`src/rtl/vga_vram_arbiter.sv`:
```
// VGA VRAM arbiter: shares one single-port synchronous VRAM between the
// display fetch path and a CPU port. The display wins while the scan is in
// the visible window, the CPU wins otherwise, and a starvation counter
// forces a CPU slot after STARVE_MAX consecutive refusals. Read returns are
// routed back to their owner through a two-stage tag pipeline that matches
// the command register plus the VRAM read latency.
module vga_vram_arbiter #(
   parameter int unsigned ADDR_W     = 15,
   parameter int unsigned DATA_W     = 12,
   parameter int unsigned STARVE_MAX = 15
) (
   input  logic              i_clk,
   input  logic              i_rst_n,
   input  logic              i_disp_active,
   input  logic              i_disp_req,
   input  logic [ADDR_W-1:0] i_disp_addr,
   output logic              o_disp_ready,
   output logic              o_disp_rvalid,
   output logic [DATA_W-1:0] o_disp_rdata,
   input  logic              i_cpu_req,
   input  logic              i_cpu_we,
   input  logic [ADDR_W-1:0] i_cpu_addr,
   input  logic [DATA_W-1:0] i_cpu_wdata,
   output logic              o_cpu_ready,
   output logic              o_cpu_rvalid,
   output logic [DATA_W-1:0] o_cpu_rdata,
   output logic              o_ram_en,
   output logic              o_ram_we,
   output logic [ADDR_W-1:0] o_ram_addr,
   output logic [DATA_W-1:0] o_ram_wdata,
   input  logic [DATA_W-1:0] i_ram_rdata
);

   localparam logic [7:0] C_STARVE_MAX = 8'(STARVE_MAX);

   typedef enum logic [1:0] {
      TAG_IDLE,
      TAG_DISP,
      TAG_CPU_RD
   } tag_t;

   logic [7:0] r_starve_cnt;
   tag_t       r_tag1;
   tag_t       r_tag2;
   logic       w_force_cpu;
   logic       w_disp_ready;
   logic       w_cpu_ready;
   logic       w_disp_acc;
   logic       w_cpu_acc;

   // Arbitration: starvation override first, then window-based priority.
   always_comb begin
      w_force_cpu  = (r_starve_cnt == C_STARVE_MAX);
      w_disp_ready = i_rst_n && !w_force_cpu && (i_disp_active || !i_cpu_req);
      w_cpu_ready  = i_rst_n && (w_force_cpu || !i_disp_active || !i_disp_req);
      w_cpu_acc    = i_cpu_req && w_cpu_ready;
      w_disp_acc   = i_disp_req && w_disp_ready && !w_cpu_acc;
   end

   assign o_disp_ready = w_disp_ready;
   assign o_cpu_ready  = w_cpu_ready;

   // Count consecutive CPU refusals, saturating at the forcing threshold.
   always_ff @(posedge i_clk) begin
      if (!i_rst_n) begin
         r_starve_cnt <= '0;
      end else if (i_cpu_req && !w_cpu_acc) begin
         if (r_starve_cnt != C_STARVE_MAX) begin
            r_starve_cnt <= r_starve_cnt + 8'd1;
         end
      end else begin
         r_starve_cnt <= '0;
      end
   end

   // Register the winning request as the VRAM command for the next cycle.
   always_ff @(posedge i_clk) begin
      if (!i_rst_n) begin
         o_ram_en    <= 1'b0;
         o_ram_we    <= 1'b0;
         o_ram_addr  <= '0;
         o_ram_wdata <= '0;
      end else if (w_cpu_acc) begin
         o_ram_en    <= 1'b1;
         o_ram_we    <= i_cpu_we;
         o_ram_addr  <= i_cpu_addr;
         o_ram_wdata <= i_cpu_wdata;
      end else if (w_disp_acc) begin
         o_ram_en    <= 1'b1;
         o_ram_we    <= 1'b0;
         o_ram_addr  <= i_disp_addr;
      end else begin
         o_ram_en    <= 1'b0;
         o_ram_we    <= 1'b0;
      end
   end

   // Owner tags: stage 1 aligns with the command, stage 2 with VRAM data.
   always_ff @(posedge i_clk) begin
      if (!i_rst_n) begin
         r_tag1 <= TAG_IDLE;
         r_tag2 <= TAG_IDLE;
      end else begin
         if (w_cpu_acc && !i_cpu_we) begin
            r_tag1 <= TAG_CPU_RD;
         end else if (w_disp_acc) begin
            r_tag1 <= TAG_DISP;
         end else begin
            r_tag1 <= TAG_IDLE;
         end
         r_tag2 <= r_tag1;
      end
   end

   // Return path: pulse the owner's rvalid and capture data; the other holds.
   always_ff @(posedge i_clk) begin
      if (!i_rst_n) begin
         o_disp_rvalid <= 1'b0;
         o_cpu_rvalid  <= 1'b0;
         o_disp_rdata  <= '0;
         o_cpu_rdata   <= '0;
      end else begin
         o_disp_rvalid <= (r_tag2 == TAG_DISP);
         o_cpu_rvalid  <= (r_tag2 == TAG_CPU_RD);
         if (r_tag2 == TAG_DISP) begin
            o_disp_rdata <= i_ram_rdata;
         end
         if (r_tag2 == TAG_CPU_RD) begin
            o_cpu_rdata <= i_ram_rdata;
         end
      end
   end

endmodule

```
`config.mk`:
```
export PLATFORM = sky130hd
export DESIGN_NAME = vga_vram_arbiter
export DESIGN_NICKNAME = d
export VERILOG_FILES = /design/src/rtl/vga_vram_arbiter.sv
export SDC_FILE = /design/constraint.sdc
export NUM_CORES = 1
export LEC_CHECK = 0
export CELL_PAD_IN_SITES_DETAIL_PLACEMENT = 1
export CELL_PAD_IN_SITES_GLOBAL_PLACEMENT = 2
export CORE_MARGIN = 1
export CORE_UTILIZATION = 21
export CTS_CLUSTER_DIAMETER = 50
export DETAILED_ROUTE_END_ITERATION = 12
export PLACE_DENSITY = 0.72
export SETUP_SLACK_MARGIN = 0.4
export SYNTH_ARGS = -nofsm -noshare
export SYNTH_HDL_FRONTEND = slang
export SYNTH_SLANG_ARGS = --single-unit
export TNS_END_PERCENT = 50
```
`constraint.sdc`:
```
create_clock -name i_clk -period 1.8 [get_ports i_clk]
set_input_delay 0.45 -clock i_clk [delete_from_list [all_inputs] [get_ports i_clk]]
set_output_delay 0.45 -clock i_clk [all_outputs]
set_load 0.01 [all_outputs]
```
==> reports/summary.txt, run 1 <==
compound-gate portion of the synthesized area: 16.2%
Pins Over Slew Limit: 0
Clock Skew: 0.00340 ns
Setup crit end kind: output pin
Setup WS pre-CTS: -0.477 ns
Critical Path AT: 1.75 ns
first-pass GRT wire length: 13400 um
Root Buffer: clkbuf_16
number of fill cells in the layout: 1398
Clock Latency Late Sink: 0.33 ns
fin crit share: 122%
post-synth top area cell: dfxtp_1
Starting Density: 21.6%
gr usage total: 13.7%
P_int: 2920 uW
CP Max Fanout: 3
Mapped Area: 2600 um2
Setup CP Type: reg2out
core area: 12000 um2
DRT iter0 DRCs: 90
r2r setup slk: -0.36 ns
WHS Endpoint: r_tag2[0]
Worst Path Required: 1.35 ns
switching share of power: 24.9%
Pre-antenna DRT Iters: 3
setup_tns: -10.02 ns
Detail Route Antenna Nets: 0
H-tree Lvls: 3
post-detailed-placement cell area: 4040 um2
simple-gate share of the synthesized area: 17.9%
worst hold path depth: 1
Slew headroom: 63.0%
Antenna Diode Count: 0
fin nets: 488
register bit total from synthesis: 67
placer congestion estimate: 0.707
Synth area leaders: dfxtp_1 52%, nand2_1 10%, a21oi_1 5.8%
CTS tree: built
failing checks: setup timing
num rows: 40
Gate power share: 13.5%
Die X: 113 um
Max Cap Viol: 0
vias in the first global route: 2659
routed vias/inst: 4.34
PwrDens: 877 nW/um2
FF-to-FF Start: r_starve_cnt[7]
worst path cell trace: or4_4, or2_4, and3_4, buf_6
Final Hold Vio Count: 0
GRT overflow: 0
Synth cell types: 35
adder-cell area share of the yosys netlist: 0.482%
initial antenna violation count: 0
delay-heaviest family, CP: simple AND/OR/NAND/NOR gates
setup violators final: 39
Die H: 113 um
DP HPWL: 5680 um
status: finished with violations
Port Buffer Count: 116
Die ar.: 12800 um2
Hold Path Origin: r_tag1[0]
share of cells above drive strength 1: 27.8%
Post-Route WL: 8410 um
sequential-to-total area share from yosys stat: 51.7%
Least-Margin Pin Slew: 0.555 ns
maximum clock rate: 0.456 GHz
CP max-delay cell: or4_4
largest family of logic cells by synthesized area: simple AND/OR/NAND/NOR gates
static leakage: 0.00182 uW
R2R Path End: o_ram_wdata[6]
DRC errors left: 0
CTS max path bufs: 2
Yosys top cell area share: 51.7%
mux cell area share after synthesis: 4.63%
via count: 2511
Synth Warn #: 0
Sw Pwr: 972 uW
crit start category: flip-flop
IO Count: 117
Syn-to-layout area delta: 71.1%
Syn Area/Cell: 9.14 um2
Synth Area in XOR/XNOR: 2.02%
Synth Net Count: 345
HP Class: reg2reg
clock-pin slew on the worst setup and hold paths: 0.06 ns
CTS Buf Count: 9
Buf/Inv on CP: 1
hold_ws: 0.435 ns
final worst slack: -0.395 ns
share of total power in the clock network: 45.9%
wire per inst: 14.5 um
largest net degree at the start of global routing: 44
worst r2r path cells: 8
sequential power share: 40.6%
commonest non-fill, non-tap cell in the layout: nand2_1
VDD IR max: 0.737 mV
highest-count cells in the layout ignoring fill and taps: 72 x nand2_1, 65 x dfxtp_1, 58 x clkdlybuf4s50_1
CP max stage delay: 0.53 ns
Final Cell Area: 4440 um2
RSZ-0062 raised after global routing: true
Tmin final: 2.20 ns
instance count of the mapped netlist: 284
Sink Count: 67
## power groups by stage
| stage | combinational [uW] | sequential [uW] | clock [uW] |
|---|---|---|---|
| finish | 524 | 1580 | 1790 |
| detailed placement | 517 | 1610 | 0 |
| global route | 567 | 1590 | 1910 |
| CTS | 523 | 1580 | 1870 |
| floorplan | 168 | 1640 | 0 |
| global placement | 509 | 1610 | 0 |
## cell families after synthesis
family,count (synthesis)
AOI/OAI and AO/OA,59
adders and majority gates,1
muxes,12
and+or+nand+nor,104
DFF,67
xor gates and xnor gates,6
buffers and inverters,35
## layout make-up
| type | count | area, um2 | share of cell area (%) |
|---|---|---|---|
| clock inverters | 7 | 76.3 | 1.72 |
| clock buffers | 9 | 225 | 5.07 |
| well taps | 147 | 184 | 4.14 |
| inverters | 18 | 67.6 | 1.52 |
| multi-input cells | 182 | 1180 | 26.6 |
| repair buffers | 149 | 1360 | 30.7 |
| flip-flops and latches | 67 | 1340 | 30.2 |
## worst reg2reg max path: cells and delay by family (launching register included)
kind / cells / cell delay (ns)
flops: 1 / 0.32
mux: 1 / 0.20
buf+inv: 4 / 0.50
compound gates: 1 / 0.25
simple gates: 2 / 0.82
## per-stage QoR
stage / utilization (%) / power [uW] / cells
4_1_cts: 37.3 / 3980 / 575
3_5_place_dp: 33.6 / 2130 / 553
5_1_grt: 37.0 / 4060 / 579
2_1_floorplan: - / 1810 / 284
6_report: 37.0 / 3900 / 579
3_3_place_gp: 33.6 / 2120 / 553
## worst max-delay path by stage
stage	to	startpoint	slack, ns	cells after the start
floorplan	o_ram_addr[10]	r_starve_cnt[7]	-0.03	7
global placement	o_cpu_ready	r_starve_cnt[7]	-0.47	4
detailed placement	o_cpu_ready	r_starve_cnt[7]	-0.48	4
CTS	o_disp_ready	r_starve_cnt[4]	-0.42	4
global route	o_disp_ready	r_starve_cnt[7]	-0.43	4
finish	o_disp_ready	r_starve_cnt[7]	-0.40	4
## Yosys cell counts
| library cell | count |
|---|---|
| a21oi_1 | 30 |
| a21oi_2 | 10 |
| a31oi_1 | 1 |
| a31oi_4 | 1 |
| and2_1 | 4 |
| and3_1 | 4 |
| and3_2 | 1 |
| and4_2 | 1 |
| buf_1 | 2 |
| buf_12 | 1 |
| buf_2 | 2 |
| buf_4 | 2 |
| buf_6 | 2 |
| buf_8 | 1 |
| clkbuf_1 | 7 |
| dfxtp_1 | 67 |
| ha_1 | 1 |
| inv_1 | 17 |
| inv_2 | 1 |
| mux2i_1 | 12 |
| nand2_1 | 72 |
| nand2b_1 | 3 |
| nand3_1 | 4 |
| nand4_1 | 1 |
| nand4b_1 | 1 |
| nor2_1 | 8 |
| nor2b_1 | 2 |
| nor3b_2 | 1 |
| o2111ai_2 | 1 |
| o221ai_1 | 15 |
| o22a_2 | 1 |
| or2_1 | 1 |
| or4_4 | 1 |
| xnor2_1 | 3 |
| xor2_1 | 3 |
## timing repair
action / in CTS / in global routing
pin swaps: 9 / 10
setup endpoints to repair: 96 / 79
buffers inserted: 4 / 3
hold buffers: 0 / 0
gates resized for setup: 132 / 50
cloned: 2 / 1
## flip-flops by register name, summed over array words and instances, names as in the netlist
register and flops:
r_starve_cnt 8, o_disp_rdata 12, o_ram_addr 15, o_ram_we 1, r_tag1 2, o_cpu_rvalid 1, o_ram_wdata 12, o_disp_rvalid 1
o_cpu_rdata 12, o_ram_en 1, r_tag2 2
## metal layers
layer	global-route usage, %	part of all wire, %
met1	15.4	43
met2	22.3	46
met3	7.07	9.4
met4	4.47	1.1
met5	0	0
No activity file was read; power rests on OpenSTA's default activity.
==> inputs of run 2 (changes only) <==
Settings changed: CORE_UTILIZATION 21 to 25, PLACE_DENSITY 0.72 to 0.81.
Clock period 1.8 ns to 2.75 ns, I/O delays scaled along.
==> run 2 against run 1 <==
  * The run now ends clean
  * First-iteration DRC count decreased by 72%
  * Power decreased by 39%
  * Clock power decreased by 43%
  * Routed wire length decreased by 11%
  * Setup slack improved by 0.69 ns
  * Register-to-register slack improved by 1.0 ns
  * Sequential power decreased by 35%
  * Core utilization increased by 4.8 points
  * Critical endpoint is now o_cpu_ready
  * Highest routed layer unchanged
==> reports/summary.txt, run 2 (same netlist as run 1, synthesis figures left out) <==
fin nets: 465 (was 488)
GRT overflow: 0 (unchanged)
status: finished clean (was finished with violations)
commonest non-fill, non-tap cell in the layout: clkdlybuf4s50_1 (was nand2_1)
clock-pin slew on the worst setup and hold paths: 0.08 ns (was 0.06 ns)
Max Cap Viol: 0 (unchanged)
IO Count: 117 (unchanged)
Post-Route WL: 7500 um (was 8410 um)
Final Cell Area: 4140 um2 (was 4440 um2)
Starting Density: 26.2% (was 21.6%)
CTS Buf Count: 9 (unchanged)
largest net degree at the start of global routing: 34 (was 44)
post-detailed-placement cell area: 3880 um2 (was 4040 um2)
DRC errors left: 0 (unchanged)
setup violators final: 0 (was 39)
HP Class: reg2reg (unchanged)
vias in the first global route: 2505 (was 2659)
Core Util, Final: 41.8% (was 37.0%)
crit start category: flip-flop (unchanged)
setup_tns: 0 ns (was -10.02 ns)
initial antenna violation count: 0 (unchanged)
share of cells above drive strength 1: 12.0% (was 27.8%)
Setup WS pre-CTS: 0.0626 ns (was -0.477 ns)
Sink Count: 67 (unchanged)
Critical Path AT: 1.77 ns (was 1.75 ns)
worst hold path depth: 1 (unchanged)
CTS max path bufs: 2 (unchanged)
Die X: 104 um (was 113 um)
RSZ-0062 raised after global routing: true (unchanged)
Least-Margin Pin Slew: 0.929 ns (was 0.555 ns)
num rows: 36 (was 40)
PwrDens: 574 nW/um2 (was 877 nW/um2)
Final Hold Vio Count: 0 (unchanged)
Clock Latency Late Sink: 0.34 ns (was 0.33 ns)
Setup CP Type: reg2out (unchanged)
Pins Over Slew Limit: 0 (unchanged)
Pre-antenna DRT Iters: 4 (was 3)
Root Buffer: clkbuf_8 (was clkbuf_16)
Tmin final: 2.46 ns
Antenna Diode Count: 0 (unchanged)
DRT iter0 DRCs: 25 (was 90)
Port Buffer Count: 116 (unchanged)
VDD IR max: 0.251 mV (was 0.737 mV)
final worst slack: 0.292 ns (was -0.395 ns)
H-tree Lvls: 3 (unchanged)
max reg flops: 15 (unchanged)
Tot Pwr: 2380 uW (was 3900 uW)
CP Max Fanout: 3 (unchanged)
number of fill cells in the layout: 1148 (was 1398)
via count: 2431 (was 2511)
Clock Skew: 0.00999 ns (was 0.00340 ns)
Setup crit end kind: output pin (unchanged)
Die ar.: 10800 um2 (was 12800 um2)
placer congestion estimate: 0.732 (was 0.707)
wire per inst: 13.8 um (was 14.5 um)
gr usage total: 14.1% (was 13.7%)
Syn-to-layout area delta: 59.5% (was 71.1%)
Slew headroom: 37.9% (was 63.0%)
Detail Route Antenna Nets: 0 (unchanged)
first-pass GRT wire length: 12200 um (was 13400 um)
static leakage: 0.00157 uW (was 0.00182 uW)
CTS tree: built (unchanged)
worst r2r path cells: 5 (was 8)
maximum clock rate: 0.407 GHz
Worst Path Required: 2.06 ns (was 1.35 ns)
r2r setup slk: 0.67 ns (was -0.36 ns)
highest-count cells in the layout ignoring fill and taps: 113 x clkdlybuf4s50_1, 72 x nand2_1, 66 x dfxtp_1 (was 72 x nand2_1, 65 x dfxtp_1, 58 x clkdlybuf4s50_1)
core area: 9910 um2 (was 12000 um2)
Die H: 104 um (was 113 um)
DP HPWL: 5340 um (was 5680 um)
routed vias/inst: 4.49 (was 4.34)
Reg with most FFs: o_ram_addr (unchanged)
fin crit share: 89.4%
[run 2: layout make-up]
cell class | count | area [um2] | area share, %
Inverter | 18 | 67.6 | 1.63
Clock buffer | 9 | 124 | 2.99
Multi-Input combinational cell | 182 | 1080 | 26.0
Clock inverter | 7 | 124 | 2.99
Tap cell | 133 | 166 | 4.02
Timing Repair Buffer | 126 | 1240 | 29.9
Sequential cell | 67 | 1340 | 32.4
[run 2: metal layers]
metal,track usage [%],wire (um)
met4,5.20,76
met5,0,0
met3,5.76,692
met1,15.6,3220
met2,24.0,3510
[run 2: worst paths after layout]
path / from / endpoint
max: r_starve_cnt[7] / o_cpu_ready
min: r_tag1[0] / r_tag2[0]
max reg2reg: r_starve_cnt[7] / o_ram_addr[14]
min reg2reg: r_tag1[0] / r_tag2[0]
[run 2: per-stage QoR]
| stage | hold slack [ns] | instances |
|---|---|---|
| 2_1_floorplan | 0.412 | 284 |
| 3_3_place_gp | 0.423 | 525 |
| 3_5_place_dp | 0.422 | 525 |
| 4_1_cts | 0.439 | 541 |
| 5_1_grt | 0.460 | 542 |
| 6_report | 0.431 | 542 |
[run 2: power by group]
group	switching (uW)	leakage, uW	total (uW)	internal (uW)
clock	408	0.000120	1020	610
combinational	134	0.000897	323	190
sequential	21.2	0.000549	1030	1010
total	563	0.00157	2380	1810
[run 2: critical path: stages (launching register included)]
cell     delay [ns]
dfxtp_1        0.33
or4_4          0.54
or2_4          0.28
a31oi_1        0.14
buf_2          0.15
[run 2: what timing repair did]
item | in CTS | in global routing
pin swaps | 3 | 1
cloned | 0 | 0
hold buffers | 0 | 0
endpoints found under the setup margin | 2 | 2
resized for setup | 12 | 0
setup buffers | 0 | 1
